`src/rtl/papuf_crp_driver.sv`:
```
// Challenge-side initiator for a pulse-activated PUF array: drives a challenge, fires
// N_SAMPLES activation pulses, majority-votes the synchronised responses and reports instability.
module papuf_crp_driver #(
  parameter int W          = 16,
  parameter int SETUP_CYC  = 2,
  parameter int PULSE_CYC  = 4,
  parameter int SETTLE_CYC = 8,
  parameter int N_SAMPLES  = 5
) (
  input  logic         clk,
  input  logic         rst,
  input  logic         req_valid,
  output logic         req_ready,
  input  logic [W-1:0] req_challenge,
  output logic [W-1:0] puf_challenge,
  output logic         puf_pulse,
  input  logic [W-1:0] puf_response,
  output logic         rsp_valid,
  input  logic         rsp_ready,
  output logic [W-1:0] rsp_data,
  output logic [W-1:0] rsp_unstable,
  output logic         busy
);

  localparam logic [2:0] IDLE   = 3'd0;
  localparam logic [2:0] SETUP  = 3'd1;
  localparam logic [2:0] PULSE  = 3'd2;
  localparam logic [2:0] SETTLE = 3'd3;
  localparam logic [2:0] SAMPLE = 3'd4;
  localparam logic [2:0] DONE   = 3'd5;

  localparam int MAX_AB = (SETUP_CYC > PULSE_CYC) ? SETUP_CYC : PULSE_CYC;
  localparam int MAX_PH = (MAX_AB > SETTLE_CYC) ? MAX_AB : SETTLE_CYC;
  localparam int CW     = $clog2(MAX_PH + 1);

  localparam logic [CW-1:0] SETUP_LAST  = CW'(SETUP_CYC - 1);
  localparam logic [CW-1:0] PULSE_LAST  = CW'(PULSE_CYC - 1);
  localparam logic [CW-1:0] SETTLE_LAST = CW'(SETTLE_CYC - 1);
  localparam logic [3:0]    SAMPLE_LAST = 4'(N_SAMPLES - 1);
  localparam logic [3:0]    N_ALL       = 4'(N_SAMPLES);
  localparam logic [3:0]    N_HALF      = 4'(N_SAMPLES / 2);

  logic [2:0]          state;
  logic [CW-1:0]       phase_cnt;
  logic [3:0]          sample_cnt;
  logic [W-1:0][3:0]   ones;
  logic [W-1:0][3:0]   ones_next;
  logic [W-1:0]        vote_data;
  logic [W-1:0]        vote_unstable;
  logic [W-1:0]        sync1;
  logic [W-1:0]        sync2;

  assign req_ready = (state == IDLE);
  assign busy      = (state != IDLE);

  // Two-flop synchroniser; the array outputs are asynchronous to clk.
  always_ff @(posedge clk) begin
    if (rst) begin
      sync1 <= '0;
      sync2 <= '0;
    end else begin
      sync1 <= puf_response;
      sync2 <= sync1;
    end
  end

  // Vote includes the sample being taken this cycle so the result can be registered on entry to DONE.
  always_comb begin
    ones_next     = '0;
    vote_data     = '0;
    vote_unstable = '0;
    for (int i = 0; i < W; i++) begin
      ones_next[i]     = ones[i] + {3'b000, sync2[i]};
      vote_data[i]     = (ones_next[i] > N_HALF);
      vote_unstable[i] = (ones_next[i] != 4'd0) && (ones_next[i] != N_ALL);
    end
  end

  always_ff @(posedge clk) begin
    if (rst) begin
      state         <= IDLE;
      phase_cnt     <= '0;
      sample_cnt    <= '0;
      ones          <= '0;
      puf_challenge <= '0;
      puf_pulse     <= 1'b0;
      rsp_valid     <= 1'b0;
      rsp_data      <= '0;
      rsp_unstable  <= '0;
    end else begin
      case (state)
        IDLE: begin
          if (req_valid) begin
            puf_challenge <= req_challenge;
            ones          <= '0;
            sample_cnt    <= '0;
            phase_cnt     <= '0;
            state         <= SETUP;
          end
        end
        SETUP: begin
          if (phase_cnt == SETUP_LAST) begin
            phase_cnt <= '0;
            puf_pulse <= 1'b1;
            state     <= PULSE;
          end else begin
            phase_cnt <= phase_cnt + 1'b1;
          end
        end
        PULSE: begin
          if (phase_cnt == PULSE_LAST) begin
            phase_cnt <= '0;
            puf_pulse <= 1'b0;
            state     <= SETTLE;
          end else begin
            phase_cnt <= phase_cnt + 1'b1;
          end
        end
        SETTLE: begin
          if (phase_cnt == SETTLE_LAST) begin
            phase_cnt <= '0;
            state     <= SAMPLE;
          end else begin
            phase_cnt <= phase_cnt + 1'b1;
          end
        end
        SAMPLE: begin
          ones       <= ones_next;
          sample_cnt <= sample_cnt + 1'b1;
          if (sample_cnt == SAMPLE_LAST) begin
            rsp_valid    <= 1'b1;
            rsp_data     <= vote_data;
            rsp_unstable <= vote_unstable;
            state        <= DONE;
          end else begin
            state <= SETUP;
          end
        end
        DONE: begin
          if (rsp_ready) begin
            rsp_valid <= 1'b0;
            state     <= IDLE;
          end
        end
        default: begin
          state <= IDLE;
        end
      endcase
    end
  end

endmodule
```
`config.mk`:
```
export PLATFORM = sky130hd
export DESIGN_NAME = papuf_crp_driver
export DESIGN_NICKNAME = d
export VERILOG_FILES = /design/src/rtl/papuf_crp_driver.sv
export SDC_FILE = /design/constraint.sdc
export NUM_CORES = 1
export LEC_CHECK = 0
export BUFFER_PORTS_ARGS = -buffer_cell sky130_fd_sc_hd__buf_2
export CELL_PAD_IN_SITES_DETAIL_PLACEMENT = 1
export CELL_PAD_IN_SITES_GLOBAL_PLACEMENT = 1
export CORE_UTILIZATION = 43
export DETAILED_ROUTE_END_ITERATION = 7
export GPL_ROUTABILITY_DRIVEN = 0
export GPL_TIMING_DRIVEN = 0
export PLACE_DENSITY_LB_ADDON = 0.1
export SLEW_MARGIN = 0
export SYNTH_ARGS = -nofsm -noshare
export SYNTH_HDL_FRONTEND = slang
export SYNTH_SLANG_ARGS = --single-unit
```
`constraint.sdc`:
```
create_clock -name clk -period 1.8 [get_ports clk]
set_input_delay 0.18 -clock clk [delete_from_list [all_inputs] [get_ports clk]]
set_output_delay 0.18 -clock clk [all_outputs]
set_load 0.02 [all_outputs]
```
# Yosys cells after proc, flatten, opt, wreduce, memory -nomap -nowiden

Index checks and enable logic that the tools add are counted.

Input port bits: 36
Logic and storage cells: 157
Register bits after elaboration: 157
Output and inout port bits: 52

Add/subtract/negate cells: 18
Reductions and logical operators: 45
Eq/ne operators: 31
Muxes and demuxes: 21
Order comparisons: 16

Operators by type and width:

| operator                                                       | number |
|---|---|
| one-hot mux 64 bit (2 select lines)                            | 1 |
| nonzero test 4 bit                                             | 17 |
| adder 4 x 1 -> 4 bit                                           | 16 |
| greater-than comparator 4 x 2 -> 1 bit (second input constant) | 16 |
| two-way mux 64 bit                                             | 1 |
| inequality test 4 x 3 -> 1 bit (second input constant)         | 16 |
| two-way mux 3 bit                                              | 6 |
| one-hot mux 3 bit (6 select lines)                             | 1 |
| logical AND 1 bit                                              | 16 |
| two-way mux 4 bit                                              | 4 |
| one-hot mux 4 bit (4 select lines)                             | 1 |
| inequality test 2 bit (second input constant)                  | 6 |
| adder 4 x 1 -> 4 bit (second input constant)                   | 2 |
| equality test 4 x 3 -> 1 bit (second input constant)           | 2 |
| one-hot mux 4 bit (2 select lines)                             | 1 |
| AND reduction 2 bit                                            | 4 |
| equality test 3 x 2 -> 1 bit (second input constant)           | 2 |
| equality test 3 bit (second input constant)                    | 2 |
| AND reduction 3 bit                                            | 2 |
| nonzero test 2 bit                                             | 3 |
| AND reduction 5 bit                                            | 1 |
| equality test 4 x 1 -> 1 bit (second input constant)           | 1 |
| equality test 4 x 2 -> 1 bit (second input constant)           | 1 |
| two-way mux 1 bit                                              | 4 |
| other kinds (4)                                                | 5 |

# Longest topological paths before layout

Gate-level depths: netlist of the first run.

Depth after elaboration: 3
Gate-level depth with buffers: 8

# Worst setup path after synthesis of the first run

No wires, ideal clock.

Kind: reg-to-reg
Start: reg state[0]
End: reg puf_challenge[6]
Cell stages (with the launch flop): 8
Setup slack: -7 ps
Required time: 1668 ps
Library setup time: 132 ps
Period minus slack after synthesis: 1807 ps
Arrival: 1674 ps
Path through: dfxtp_1 > buf_2 > or3_1 > inv_1 > nand2_1 > buf_2 > nand2_1 > a21oi_1

Cells in the longest elaborated chain, start to end: 2

Ends and longest elaborated chain:

| element                              | RTL line | text |
|---|---|---|
| start: declaration                   | 43       | `logic [2:0] state;` |
| start signal: assignment             | 81       | `state <= IDLE;` |
| start signal: assignment             | 98       | `state <= SETUP;` |
| start signal: assignment             | 105      | `state <= PULSE;` |
| zero test 3 bit                      | n/a      |  |
| via req_ready                        | 13       | `output logic req_ready,` |
| AND reduction 2 bit (no source line) | n/a      |  |
| end signal: assignment               | 94       | `puf_challenge <= req_challenge;` |
| end: declaration                     | 15       | `output logic [W-1:0] puf_challenge,` |

The timed path passes the listed nets, and every way through them passes these cells.
A chain may end at the register's enable or synchronous reset.

# Worst setup path in the final report of the first run

Start: reg state[1]
End: reg ones[29] (netlist name)

Cells in the longest elaborated chain, start to end: 3
Elaborated cells on any way between the ends: 6
Classes of those cells: eq/ne (2); mux (1); reduce/logical (3)

Ends and longest elaborated chain:

| element                                                                      | RTL line | text |
|---|---|---|
| equality test 3 bit or zero test 3 bit (tied branches)                       | 91       | `case (state)` |
| nonzero test 2 bit (no source line) or inequality test 2 bit (tied branches) | n/a      |  |
| AND reduction 2 bit (no source line)                                         | n/a      |  |
| end signal: assignment                                                       | 128      | `ones <= ones_next;` |
| end: declaration                                                             | 46       | `logic [W-1:0][3:0] ones;` |

Parallel ways exist; a longest one is shown, timed or not.

==> summary.log, run 1 <==
[outcome] result of the run finished clean
[cts] CTS tree built
[worst_setup_path] worst endpoint required time 2080 ps
[sta] Rel. slew slack 36.01%
[routing] Routed met2 length 10.99 mm
[routing] average via count per standard cell 5.577
[layout] number of inserted filler cells in the final layout 1684
[synthesis] dominant cells by area after synthesis dfxtp_1 (48%), ha_1 (6.8%), xnor2_1 (6.4%)
[routing] routed wire length 21.48 mm
[global_routing] via count of the first global-routing pass 6458
[layout] share of layout cells above drive strength 1 21.11%
[synthesis] number of instances in the synthesized netlist 745
[layout] number of antenna cells inserted 0
[power] part of the total power dissipated in the clock network 41.2%
[power] Total Power 8.932 mW
[worst_setup_path] capturing element type of the critical path register
[sta] Peak Freq 567.2 MHz
[synthesis] net count after synthesis 817
[routing] number of design rule violations left after detail routing 0
[worst_setup_path] startpoint types register
[routing] highest metal used met4
[power] standby leakage power 3.542 nW
[routing] Antenna Violating Nets Remaining 0
[synthesis] most frequent cells after synthesis dfxtp_1 (157), nor2_1 (108), nand2_1 (69), nor3_1 (50), a22oi_1 (49)
[worst_setup_path] maximum fanout count along the critical path 10
[power] PwrDens 1044 nW/um^2
[synthesis] mean post-synth cell area 8.873 sq um
[synthesis] share of Yosys cell area claimed by the top area cell type 47.55%
[sta] crit path time final 1763 ps
[worst_setup_path] Crit Path Category reg -> reg
[layout] final standard cell area without fillers 8557 sq um
[power] register share of total power 41.7%
[synthesis] top flip-flop cell by instance count after synthesis dfxtp_1
[power] switching power total 2.503 mW
[min_path] class of the most critical hold timing path in -> reg
[place] cell area after placement 7271 sq um
[sta] number of failing hold endpoints at the final stage 0
[layout] Total Nets Final 946
[floorplanning] height of the die 126.0 microns
[power] Worst VDD drop 0.7053 mV
[place] Port Buffers 86
[layout] post-synthesis to final-layout area growth 29.45%
[flow_run] Maximum Capacitance Violations 0
[power] Gate power share 17.1%
[floorplanning] # IOs 88
[synthesis] number of different library cells in the post-synthesis netlist 43
[routing] DRT iter0 DRCs 335
[synthesis] share of synthesized flip-flops with an asynchronous set or reset 0%
[sta] Tightest Pin Transition 959.8 ps
[global_routing] pin count of the biggest net entering global routing 18
[cts] level count of the clock H-tree 4
[synthesis] cell with the most instances after synthesis dfxtp_1
[synthesis] cell area after synthesis 6610 sq um
[synthesis] flip-flop and latch count after synthesis 157
[routing] WL/cell 20.08 microns
[place] placed instance count 1015
[synthesis] count of flip-flops with a built-in enable after synthesis 0
[sta] unrepaired setup endpoints after global routing true
[synthesis] library cell with the largest summed area after synthesis dfxtp_1
[worst_setup_path] data arrival at the endpoint of the critical path 2040 ps
[cts] Clock transition at path regs 60 ps
[floorplanning] die area 15870 sq um
[layout] Final Non-Filler Cells 1070
[cts] worst-skew pair later-pin latency 420 ps
[sta] number of pins exceeding their max-slew limit in the final report 0
[routing] number of vias in the routed layout 5967
[cts] worst-case clock buffer depth 2
[global_routing] global-route wire length before repair 33.44 mm
[floorplanning] Core Rows 44
[floorplanning] Die Width 126.0 microns
[cts] buffer cell driving the clock tree root clkbuf_16
[sta] number of endpoints failing setup at the final stage 0
[floorplanning] Core Region 14750 sq um
[routing] length of routed wiring on met1 9.018 mm
[sta] Tcrit/Tclk final 97.94%
[synthesis] fraction of the yosys area taken by sequential cells 47.55%
[sta] Clock Skews 7.342 ps
[cts] sink count of the clock tree 157
[global_routing] antenna violations before repair 0
[floorplanning] starting density of the core 44.80%
[power] fraction of power spent switching nets 28.02%
[global_routing] total global-route track usage 27.44%
[power] Cell Int Power 6.429 mW
[global_routing] GRT overflow 0
[routing] number of detailed-route iterations in the first pass 4
[routing] wire length on met3 897 microns
[cts] CTS Buf Count 17
[place] HPWL after DPL 13.93 mm
[synthesis] Yosys warning count 0
## placed cells by master (no fill, tap or decap), types with 2 or more instances in the layout
cell           instances
dfxtp_1              154
nor2_1               108
buf_2                 93
nand2_1               68
a22oi_1               49
xnor2_1               45
a21oi_1               38
nor3_1                37
ha_1                  36
nor2b_1               34
dlygate4sd3_1         22
clkbuf_1              19
nand3_1               18
clkbuf_16             18
o21ai_0               16
nand3b_1              16
nor4_4                13
nor3_2                12
buf_4                  8
clkbuf_8               7
inv_1                  6
clkbuf_4               6
clkbuf_2               4
buf_12                 3
xnor2_2                3
nor4_1                 3
o21ai_1                3
nand4b_1               2
buf_6                  2
xor2_1                 2
nand2b_1               2
o41ai_1                2
o22ai_1                2
clkinv_2               2
bufinv_16              2
dfxtp_4                2
## sequential cells by signal, summed over array words and instances (netlist names)
register,count
rsp_unstable,16
sync2,16
puf_challenge,16
puf_pulse,1
ones,64
sync1,16
rsp_valid,1
state,3
sample_cnt,4
rsp_data,16
phase_cnt,4
## final cells by class
class	instances	area [sq um]	share of cell area (%)
Buffer	44	267.8	3.129
Sequential cell	157	3152	36.83
Timing Repair Buffer	113	718.2	8.393
Clock buffer	26	529.3	6.185
Tap cell	184	230.2	2.690
Clock inverter	5	77.57	0.9066
Inverter	7	26.28	0.3071
Multi-Input combinational cell	534	3556	41.56
## per-stage QoR
stage                     TNS, ps  hold slack, ps  setup slack, ps  utilization [%]
after floorplan                 0           308.2            61.74                -
after global placement     -19330           387.1           -381.3            49.28
after detailed placement   -25420           394.2           -381.7            49.28
after CTS                       0         0.02243            2.041            56.12
after global routing       -960.6           9.730           -47.06            58.00
final                           0           5.793            37.09            58.00
## power by group through the flow
stage                     logic [mW]  registers (mW)  clock network [mW]
after floorplan                0.803            3.85                   0
after global placement          1.32            3.77                   0
after detailed placement        1.38            3.79                   0
after CTS                       1.48            3.72                3.72
after global routing            1.64            3.74                3.90
final                           1.53            3.72                3.68
## cells by family (layout without fill, tap and decap cells)
family                   Yosys count  in the layout  synth area share [%]
flip-flops                       157            157                 47.55
XOR/XNOR                          50             50                 6.625
buffers and inverters             54            195                 3.388
AO/OA/AOI/OAI                    121            121                 11.74
multiplexers                       1              1                0.1514
AND/OR/NAND/NOR                  326            326                 23.74
adder cells (fa/ha/maj)           36             36                 6.814
## critical path, cell delays in order (launching register included)
cell     delay, ps
dfxtp_1        340
buf_4          190
nor3b_4        290
nor2_1         130
buf_4          200
buf_2          220
a22oi_1        190
nor2_1          70
## path summary, 6_finish.rpt
path               startpoint          endpoint  slack [ps]  cells after the start
max                  state[1]          ones[29]          40                      7
min          req_challenge[5]  puf_challenge[5]           6                      3
max reg2reg          state[1]          ones[29]          40                      7
min reg2reg          sync1[3]          sync2[3]         440                      1
## timing repair
item,in CTS,in global routing
endpoints found under the setup margin,116,111
gates cloned,0,1
resized for setup,40,58
setup buffers,2,2
endpoints found under the hold margin,22,0
pin swaps,1,14
hold buffers,22,0
## layer usage
| metal | up-vias | global-route usage [%] |
|---|---|---|
| li1 | 2840 | - |
| met1 | 2957 | 31.90 |
| met2 | 135 | 49.04 |
| met3 | 35 | 5.013 |
| met4 | 0 | 12.26 |
| met5 | - | 0 |
(Power assumes the default switching activity.)
==> inputs of run 2 (changes only) <==
--- a/config.mk
+++ b/config.mk
@@ -12,6 +12,7 @@
 export DETAILED_ROUTE_END_ITERATION = 7
 export GPL_ROUTABILITY_DRIVEN = 0
 export GPL_TIMING_DRIVEN = 0
+export MAX_ROUTING_LAYER = met4
 export PLACE_DENSITY_LB_ADDON = 0.1
 export SLEW_MARGIN = 0
 export SYNTH_ARGS = -nofsm -noshare
==> summary.log, run 2 (same netlist as run 1, synthesis figures left out) <==
[outcome] result of the run finished clean
[routing] WL/cell 20.12 microns
[routing] DRT iter0 DRCs 272
[worst_setup_path] combined buffer and inverter count along the critical path 3
[global_routing] GRT overflow 0
[flow_run] Maximum Capacitance Violations 0
[worst_setup_path] family with the most delay on the worst path buffers and inverters
[cts] CTS tree built
[floorplanning] Core Rows 44
[global_routing] total global-route track usage 28.30%
[place] Port Buffers 86
[worst_setup_path] peak per-stage delay on the critical path 340 ps
[sta] number of pins exceeding their max-slew limit in the final report 0
[cts] worst-skew pair later-pin latency 420 ps
[power] Worst VDD drop 0.7135 mV
[power] PwrDens 1046 nW/um^2
[sta] number of endpoints failing setup at the final stage 0
[floorplanning] starting density of the core 44.80%
[floorplanning] die area 15870 sq um
[cts] sink count of the clock tree 157
[worst_setup_path] Crit Path Category reg -> reg
[layout] Total Nets Final 946
[worst_setup_path] startpoint types register
[sta] number of failing hold endpoints at the final stage 0
[worst_setup_path] worst endpoint required time 2080 ps
[routing] average via count per standard cell 5.645
[sta] Clock Skews 7.028 ps
[layout] number of antenna cells inserted 0
[worst_setup_path] sequence of cells on the critical path buf_4 > nor3b_4 > nor2_1 > buf_4 > buf_2 > a22oi_1 > nor2_1
[layout] top register by number of flip-flops ones
[cts] level count of the clock H-tree 4
[worst_setup_path] maximum fanout count along the critical path 10
[floorplanning] Die Width 126.0 microns
[layout] number of flip-flops in the largest register 64
[routing] routed wire length 21.52 mm
[min_path] class of the most critical hold timing path in -> reg
[sta] Tightest Pin Transition 976.5 ps
[cts] worst-case clock buffer depth 2
[global_routing] global-route wire length before repair 33.44 mm
[cts] CTS Buf Count 17
[worst_setup_path] capturing element type of the critical path register
[sta] unrepaired setup endpoints after global routing true
[routing] number of detailed-route iterations in the first pass 5
[layout] share of layout cells above drive strength 1 21.11%
[sta] Rel. slew slack 34.90%
[place] HPWL after DPL 13.93 mm
[layout] post-layout util 58.00%
[layout] post-synthesis to final-layout area growth 29.45%
[cts] buffer cell driving the clock tree root clkbuf_16
[place] placed instance count 1015
[global_routing] via count of the first global-routing pass 6447
[power] standby leakage power 3.540 nW
[sta] crit path time final 1787 ps
[layout] most common library cell in the layout ignoring fill and taps dfxtp_1
[routing] Antenna Violating Nets Remaining 0
[layout] Final Non-Filler Cells 1070
[global_routing] antenna violations before repair 0
[routing] number of design rule violations left after detail routing 0
[worst_setup_path] data arrival at the endpoint of the critical path 2070 ps
[sta] Tcrit/Tclk final 99.30%
[layout] commonest cells after routing, fill and taps aside dfxtp_1 (154), nor2_1 (108), buf_2 (93)
[global_routing] pin count of the biggest net entering global routing 18
[worst_setup_path] cell with the largest stage delay on the worst path dfxtp_1
[sta] Peak Freq 559.5 MHz
[floorplanning] # IOs 88
[routing] number of vias in the routed layout 6040
[floorplanning] height of the die 126.0 microns
[cts] Clock transition at path regs 60 ps
[floorplanning] Core Region 14750 sq um
run 2: through the flow:
step           worst slack (ps)  cell area (sq um)  setup TNS (ps)  hold WS [ps]  power, mW
2_1_floorplan             61.74               6610               0         308.2      4.655
3_3_place_gp             -381.3               7271          -19330         387.1      5.095
3_5_place_dp             -381.7               7271          -25420         394.2      5.165
4_1_cts                   2.041               8280               0       0.02243      8.924
5_1_grt                  -63.37               8557           -1594         9.730      9.284
6_report                  12.64               8557               0         3.966      8.952
run 2: repair_timing:
item | 4_1_cts | 5_1_grt
hold buffers | 22 | 0
cloned | 0 | 1
endpoints found under the hold margin | 22 | 0
gates resized for setup | 40 | 58
endpoints found under the setup margin | 116 | 111
pin swaps | 1 | 13
buffers inserted | 2 | 2
run 2: final cells by class:
| class | instances | area [sq um] |
|---|---|---|
| Multi-Input combinational cell | 534 | 3556 |
| Sequential cell | 157 | 3152 |
| Clock inverter | 5 | 77.57 |
| Clock buffer | 26 | 529.3 |
| Timing Repair Buffer | 113 | 718.2 |
| Buffer | 44 | 267.8 |
| Tap cell | 184 | 230.2 |
| Inverter | 7 | 26.28 |
| Fill cell | 1681 | 6197 |
run 2: final timing paths:
kind / startpoint / end / slack [ps] / cells after the start
hold reg to reg: sync1[3] / sync2[3] / 440 / 1
setup / recovery: state[1] / ones[29] / 10 / 7
hold / removal: req_challenge[5] / puf_challenge[5] / 4 / 3
setup reg to reg: state[1] / ones[29] / 10 / 7
run 2: per-layer routing:
layer  wire length, microns  vias up  part of all wire (%)  track usage [%]
li1                       -     2839                     -                -
met1                   8933     3008                    42            32.04
met2                  11020      143                    51            49.01
met3                    914       50                   4.2            4.928
met4                    654        0                   3.0            12.26
met5                      0        -                     0                -
run 2: report_power, final:
| group | total (mW) | internal [mW] | leakage [nW] | switching [mW] |
|---|---|---|---|---|
| sequential | 3.72 | 3.62 | 1.28 | 0.104 |
| combinational | 1.53 | 0.516 | 1.97 | 1.01 |
| clock | 3.70 | 2.29 | 0.298 | 1.41 |
run 2: worst reg2reg max path: stages (launching register included):
cell and delay, ps:
dfxtp_1 340, buf_4 190, nor3b_4 300, nor2_1 140
buf_4 200, buf_2 220, a22oi_1 200, nor2_1 70
